**config.mk**
```make
export PLATFORM = sky130hd
export DESIGN_NAME = otter_mmio_bridge
export DESIGN_NICKNAME = d
export VERILOG_FILES = /design/src/rtl/otter_mmio_bridge.sv
export SDC_FILE = /design/constraint.sdc
export NUM_CORES = 1
export LEC_CHECK = 0
export ABC_AREA = 1
export BUFFER_PORTS_ARGS = -buffer_cell sky130_fd_sc_hd__buf_2
export CAP_MARGIN = 20
export CORE_MARGIN = 5
export CORE_UTILIZATION = 52
export DETAILED_ROUTE_END_ITERATION = 7
export HOLD_SLACK_MARGIN = 0.05
export PLACE_DENSITY = 0.83
export SYNTH_ARGS = -nofsm -noshare
export SYNTH_HDL_FRONTEND = slang
export SYNTH_SLANG_ARGS = --single-unit
```
**constraint.sdc**
```tcl
create_clock -name CLK -period 5 [get_ports CLK]
set_input_delay 1 -clock CLK [delete_from_list [all_inputs] [get_ports CLK]]
set_output_delay 1 -clock CLK [all_outputs]
set_load 0.02 [all_outputs]
```
**src/rtl/otter_mmio_bridge.sv**
```systemverilog
// Generic IOBUS slot bridge for the OTTER MCU: synchronised inputs, strobed outputs,
// edge-triggered maskable interrupts and a FIFO-buffered UART transmit channel.

module otter_sync #(
    parameter int WIDTH = 1
) (
    input  logic             clk,
    input  logic             rst,
    input  logic [WIDTH-1:0] d,
    output logic [WIDTH-1:0] q
);
    logic [WIDTH-1:0] meta;

    always_ff @(posedge clk or posedge rst) begin
        if (rst) begin
            meta <= '0;
            q    <= '0;
        end else begin
            meta <= d;
            q    <= meta;
        end
    end
endmodule

module otter_out_lane #(
    parameter int WIDTH = 16
) (
    input  logic             clk,
    input  logic             rst,
    input  logic             we,
    input  logic [WIDTH-1:0] d,
    output logic [WIDTH-1:0] q,
    output logic             stb
);
    // Strobe follows every write, even when the value does not change.
    always_ff @(posedge clk or posedge rst) begin
        if (rst) begin
            q   <= '0;
            stb <= 1'b0;
        end else begin
            stb <= we;
            if (we) q <= d;
        end
    end
endmodule

module otter_mmio_bridge #(
    parameter int          N_IN       = 2,
    parameter int          N_OUT      = 2,
    parameter int          W          = 16,
    parameter int          N_IRQ      = 2,
    parameter int          FIFO_DEPTH = 4,
    parameter logic [31:0] BASE_AD    = 32'h11000000,
    parameter logic [31:0] STRIDE     = 32'h00040000
) (
    input  logic                 CLK,
    input  logic                 RESET,
    input  logic [31:0]          IOBUS_ADDR,
    input  logic [31:0]          IOBUS_OUT,
    input  logic                 IOBUS_WR,
    output logic [31:0]          IOBUS_IN,
    input  logic [N_IN*W-1:0]    IN_PORTS,
    output logic [N_OUT*W-1:0]   OUT_PORTS,
    output logic [N_OUT-1:0]     OUT_STB,
    input  logic [N_IRQ-1:0]     IRQ_SRC,
    output logic                 INTR,
    output logic [7:0]           TX_DATA,
    output logic                 TX_START,
    input  logic                 TX_READY
);
    localparam int AW = (FIFO_DEPTH > 1) ? $clog2(FIFO_DEPTH) : 1;
    localparam logic [31:0] A_IRQ_STAT = BASE_AD + STRIDE * 32'(N_IN + N_OUT);
    localparam logic [31:0] A_IRQ_MASK = BASE_AD + STRIDE * 32'(N_IN + N_OUT + 1);
    localparam logic [31:0] A_TX_DATA  = BASE_AD + STRIDE * 32'(N_IN + N_OUT + 2);
    localparam logic [31:0] A_TX_STAT  = BASE_AD + STRIDE * 32'(N_IN + N_OUT + 3);

    typedef enum logic [1:0] {IDLE, START, WAIT_BUSY, WAIT_DONE} tx_state_t;

    logic [N_IN-1:0][W-1:0]  in_q;
    logic [N_IN-1:0]         in_hit;
    logic [N_OUT-1:0][W-1:0] out_q;
    logic [N_OUT-1:0]        out_hit;

    logic                    wr_irq_stat, wr_irq_mask, wr_tx_stat;
    logic [N_IRQ-1:0]        irq_s, irq_prev, pending, mask, irq_clr;

    logic [7:0]              mem [FIFO_DEPTH];
    logic [AW-1:0]           wr_ptr, rd_ptr;
    logic [AW:0]             count;
    logic                    full, empty, push_req, push, pop, overflow;
    tx_state_t               state, state_nxt;
    logic [31:0]             rd_data;
    logic                    unused_bits;

    // ---------------- slot decode, input sync, output lanes ----------------
    genvar i;
    generate
        for (i = 0; i < N_IN; i++) begin : g_in
            localparam logic [31:0] ADDR = BASE_AD + STRIDE * 32'(i);
            assign in_hit[i] = (IOBUS_ADDR == ADDR);
            otter_sync #(.WIDTH(W)) u_sync (
                .clk (CLK),
                .rst (RESET),
                .d   (IN_PORTS[i*W +: W]),
                .q   (in_q[i])
            );
        end
        for (i = 0; i < N_OUT; i++) begin : g_out
            localparam logic [31:0] ADDR = BASE_AD + STRIDE * 32'(N_IN + i);
            assign out_hit[i] = (IOBUS_ADDR == ADDR);
            otter_out_lane #(.WIDTH(W)) u_lane (
                .clk (CLK),
                .rst (RESET),
                .we  (IOBUS_WR && out_hit[i]),
                .d   (IOBUS_OUT[W-1:0]),
                .q   (out_q[i]),
                .stb (OUT_STB[i])
            );
        end
    endgenerate

    assign OUT_PORTS   = out_q;
    assign wr_irq_stat = IOBUS_WR && (IOBUS_ADDR == A_IRQ_STAT);
    assign wr_irq_mask = IOBUS_WR && (IOBUS_ADDR == A_IRQ_MASK);
    assign wr_tx_stat  = IOBUS_WR && (IOBUS_ADDR == A_TX_STAT);
    assign push_req    = IOBUS_WR && (IOBUS_ADDR == A_TX_DATA);
    assign unused_bits = ^IOBUS_OUT;

    // ---------------- interrupts ----------------
    otter_sync #(.WIDTH(N_IRQ)) u_irq_sync (
        .clk (CLK),
        .rst (RESET),
        .d   (IRQ_SRC),
        .q   (irq_s)
    );

    assign irq_clr = wr_irq_stat ? IOBUS_OUT[N_IRQ-1:0] : '0;

    // A new edge is ORed in after the W1C mask so a simultaneous set survives.
    always_ff @(posedge CLK or posedge RESET) begin
        if (RESET) begin
            irq_prev <= '0;
            pending  <= '0;
            mask     <= '0;
            INTR     <= 1'b0;
        end else begin
            irq_prev <= irq_s;
            pending  <= (pending & ~irq_clr) | (irq_s & ~irq_prev);
            if (wr_irq_mask) mask <= IOBUS_OUT[N_IRQ-1:0];
            INTR     <= |(pending & mask);
        end
    end

    // ---------------- TX FIFO ----------------
    assign full  = (count == (AW+1)'(FIFO_DEPTH));
    assign empty = (count == '0);
    assign push  = push_req && !full;

    always_ff @(posedge CLK) begin
        if (push) mem[wr_ptr] <= IOBUS_OUT[7:0];
    end

    always_ff @(posedge CLK or posedge RESET) begin
        if (RESET) begin
            wr_ptr   <= '0;
            rd_ptr   <= '0;
            count    <= '0;
            overflow <= 1'b0;
            TX_DATA  <= 8'h00;
        end else begin
            if (push) wr_ptr <= wr_ptr + AW'(1);
            if (pop) begin
                rd_ptr  <= rd_ptr + AW'(1);
                TX_DATA <= mem[rd_ptr];
            end
            case ({push, pop})
                2'b10:   count <= count + (AW+1)'(1);
                2'b01:   count <= count - (AW+1)'(1);
                default: count <= count;
            endcase
            if (push_req && full)
                overflow <= 1'b1;
            else if (wr_tx_stat && IOBUS_OUT[2])
                overflow <= 1'b0;
        end
    end

    // ---------------- TX handshake FSM ----------------
    always_ff @(posedge CLK or posedge RESET) begin
        if (RESET) state <= IDLE;
        else       state <= state_nxt;
    end

    always_comb begin
        state_nxt = state;
        pop       = 1'b0;
        case (state)
            IDLE: begin
                if (!empty && TX_READY) begin
                    pop       = 1'b1;
                    state_nxt = START;
                end
            end
            START:     state_nxt = WAIT_BUSY;
            WAIT_BUSY: if (!TX_READY) state_nxt = WAIT_DONE;
            WAIT_DONE: if (TX_READY)  state_nxt = IDLE;
            default:   state_nxt = IDLE;
        endcase
    end

    assign TX_START = (state == START);

    // ---------------- read mux ----------------
    always_comb begin
        rd_data = '0;
        for (int k = 0; k < N_IN; k++)
            if (in_hit[k]) rd_data = 32'(in_q[k]);
        for (int k = 0; k < N_OUT; k++)
            if (out_hit[k]) rd_data = 32'(out_q[k]);
        if (IOBUS_ADDR == A_IRQ_STAT) rd_data = 32'(pending);
        if (IOBUS_ADDR == A_IRQ_MASK) rd_data = 32'(mask);
        if (IOBUS_ADDR == A_TX_STAT)
            rd_data = {16'h0000, 8'(count), 5'b00000, overflow, full, empty};
    end

    assign IOBUS_IN = rd_data;

endmodule

```
==> run summary <==
most frequent cells in the layout = buf_2 (145), nand2_1 (128), dfrtp_1 (127)
Nets = 895
CTS tree = built
routed len/inst = 15.1 µm
Mapped Area = 6600 µm²
global-route wire length before repair = 23.1 mm
utilization after layout = 0.636
CP Launch Type = input port
Initial DRT Pass Iterations = 5
Final Hold Viols = 0
P&R area growth vs syn = 20.8%
fmax = 0.258 GHz
Setup CP Type = input port to output pin
total number of vias = 4789
count of cell types in the netlist = 36
Yosys reg bits = 159
clk root buf = clkbuf_16
global routing met3 resource utilization = 0.0475
clock buffer count from CTS = 17
routability congestion estimate from global placement = 0.866
postcts setup bufs = 0
CP Max Fanout = 22
vias in the first global route = 4655
Leak = 4.04 nW
outcome = complete, no violations
# setup viols final = 0
setup TNS = 0 ns
floorplan row count = 41
Chip Width = 123 µm
drt via density = 4.95
Rel. slew slack = 0.346
commonest non-fill, non-tap cell in the layout = buf_2
Worst EP arrival = 2.88 ns
min cycle time layout = 3.88 ns
post-cts resize count = 0
Post-DP HPWL = 10.3 mm
share of post-route cells with drive strength above 1 = 0.289
Max-Cap Viols = 0
placed instance count = 934
Antenna Cells = 0
gr ovfl total = 0
VDD IR max = 0.303 mV
Hold-fix buffers, CTS = 0
number of H-tree levels = 4
global routing's busiest layer = met2
clk sinks = 159
Synth Warn # = 0
fin cells = 967
fillers = 994
clock slew seen by the registers of the worst setup and hold paths = 0.06 ns
RSZ-0062 raised after global routing = no
final setup skew = 0.00660 ns
final period utilization = 0.775
met1 Use GR = 0.256
min-delay worst type = register to register
Slew Limit Fails = 0
Hold Path Origin = g_in[1].u_sync.meta[12]
worst r2r src = state[0]
Initial DRC Count = 228
critical path launch point = IOBUS_ADDR[29]
pwr dens = 399 nW/µm²
chip height = 123 µm
number of flops mapped to enable cells by yosys = 32
GRT Overall Usage = 0.204
Die ar. = 15000 µm²
DRC = 0
clock buffer depth = 2
asr flop ratio synth = 0.799
Clock Latency Late Sink = 0.43 ns
WP data required = 4.00 ns
post-route ant nets = 0
core area = 12500 µm²
post-synthesis average cell area = 10.4 µm²
initial antenna violation count = 1
Initial Util = 0.527
PortBufs = 145
synthesized instance count = 634
Crit. End Element = output pin
Post-Route WL = 14.6 mm
largest net degree at the start of global routing = 74
I/O pin count = 178
Slew @ Worst Pin = 0.977 ns
dominant synthesized flop cell = dfrtp_1
register area share after synthesis = 0.628
met2 Use GR = 0.341
[cell type report]
class | count | area (µm²) | area share
Sequential cell | 159 | 4140 | 0.520
Multi-Input combinational cell | 378 | 1980 | 0.249
Timing Repair Buffer | 151 | 778 | 0.0977
Clock buffer | 18 | 439 | 0.0551
Inverter | 75 | 284 | 0.0357
Tap cell | 172 | 215 | 0.0270
Clock inverter | 14 | 125 | 0.0157
[power by group]
group          switching (mW)  internal, mW
Sequential             0.0811          1.41
Clock                   0.549         0.666
Combinational           0.282         0.183
[worst max-delay path, stage by stage]
cell and delay [ns]:
buf_2 0.10, inv_1 0.04, nand2_1 0.05, nor2_2 0.15, nand2_2 0.11, inv_2 0.08, nand2_2 0.08, nor2_8 0.14
nand3_2 0.07, buf_4 0.24, inv_2 0.16, a21oi_1 0.08, nand3_1 0.08, nand2_1 0.10, o21ai_0 0.16, buf_2 0.23
[cells in the mapped netlist, types with 3 or more instances]
library cell,instances,area [µm²]
nand2_1,128,480
dfrtp_1,127,3180
inv_1,65,244
o21ai_0,55,275
nor2_1,54,203
edfxtp_1,32,961
nand3_1,25,125
o21ai_1,23,115
buf_4,18,135
ha_1,10,125
a21oi_1,9,45.0
inv_2,9,33.8
mux2_2,9,101
buf_2,8,40.0
o32ai_1,8,70.1
clkbuf_1,7,26.3
nand2_2,7,43.8
o211ai_2,6,75.1
nor2_2,5,31.3
buf_6,4,45.0
nand3_2,3,30.0
xor2_1,3,26.3
[cell families (layout without fill, tap and decap cells)]
kind of cell	Yosys count	in the layout	share of synthesized area
xor gates and xnor gates	5	5	0.00664
AOI/OAI and AO/OA	104	104	0.0914
muxes	9	9	0.0154
DFF	159	159	0.628
adders and majority gates	11	11	0.0220
and+or+nand+nor	233	233	0.156
other	1	16	0.000569
buffers and inverters	112	258	0.0801
[path summary, 6_finish.rpt]
path,to,slack (ns),cells past startpoint
worst max-delay path,IOBUS_IN[10],1.12,16
worst min-delay path,g_in[1].u_sync.q[12],0.35,0
worst max register to register,count[2],2.17,10
worst min register to register,g_in[1].u_sync.q[12],0.35,0
max in group asynchronous,g_in[1].u_sync.q[9],3.31,3
min in group asynchronous,g_in[1].u_sync.meta[10],0.76,2
[through the flow]
step	total power [mW]	hold WS, ns	area, µm²	setup WS [ns]
2_1_floorplan	1.84	0.331	6650	0.616
3_3_place_gp	1.96	0.332	7390	1.22
3_5_place_dp	1.98	0.335	7390	1.17
4_1_cts	3.20	0.348	7950	1.13
5_1_grt	3.32	0.351	7970	0.926
6_report	3.18	0.348	7970	1.12
[state kept, by name (all words and copies together) (netlist names)]
name and flops:
g_in.u_sync.meta 32, g_in.u_sync.q 32, g_out.u_lane.q 32, mem 32
TX_DATA 8, count 3, g_out.u_lane.stb 2, irq_prev 2
mask 2, pending 2, rd_ptr 2, state 2
u_irq_sync.meta 2, u_irq_sync.q 2, wr_ptr 2, INTR 1
overflow 1
[metal layers]
| metal | part of all wire | routed length (µm) |
|---|---|---|
| met2 | 0.51 | 7450 |
| met4 | 0.022 | 319 |
| met3 | 0.065 | 952 |
| met1 | 0.40 | 5900 |
| met5 | 0.00089 | 13 |
(Power assumes the default switching activity.)
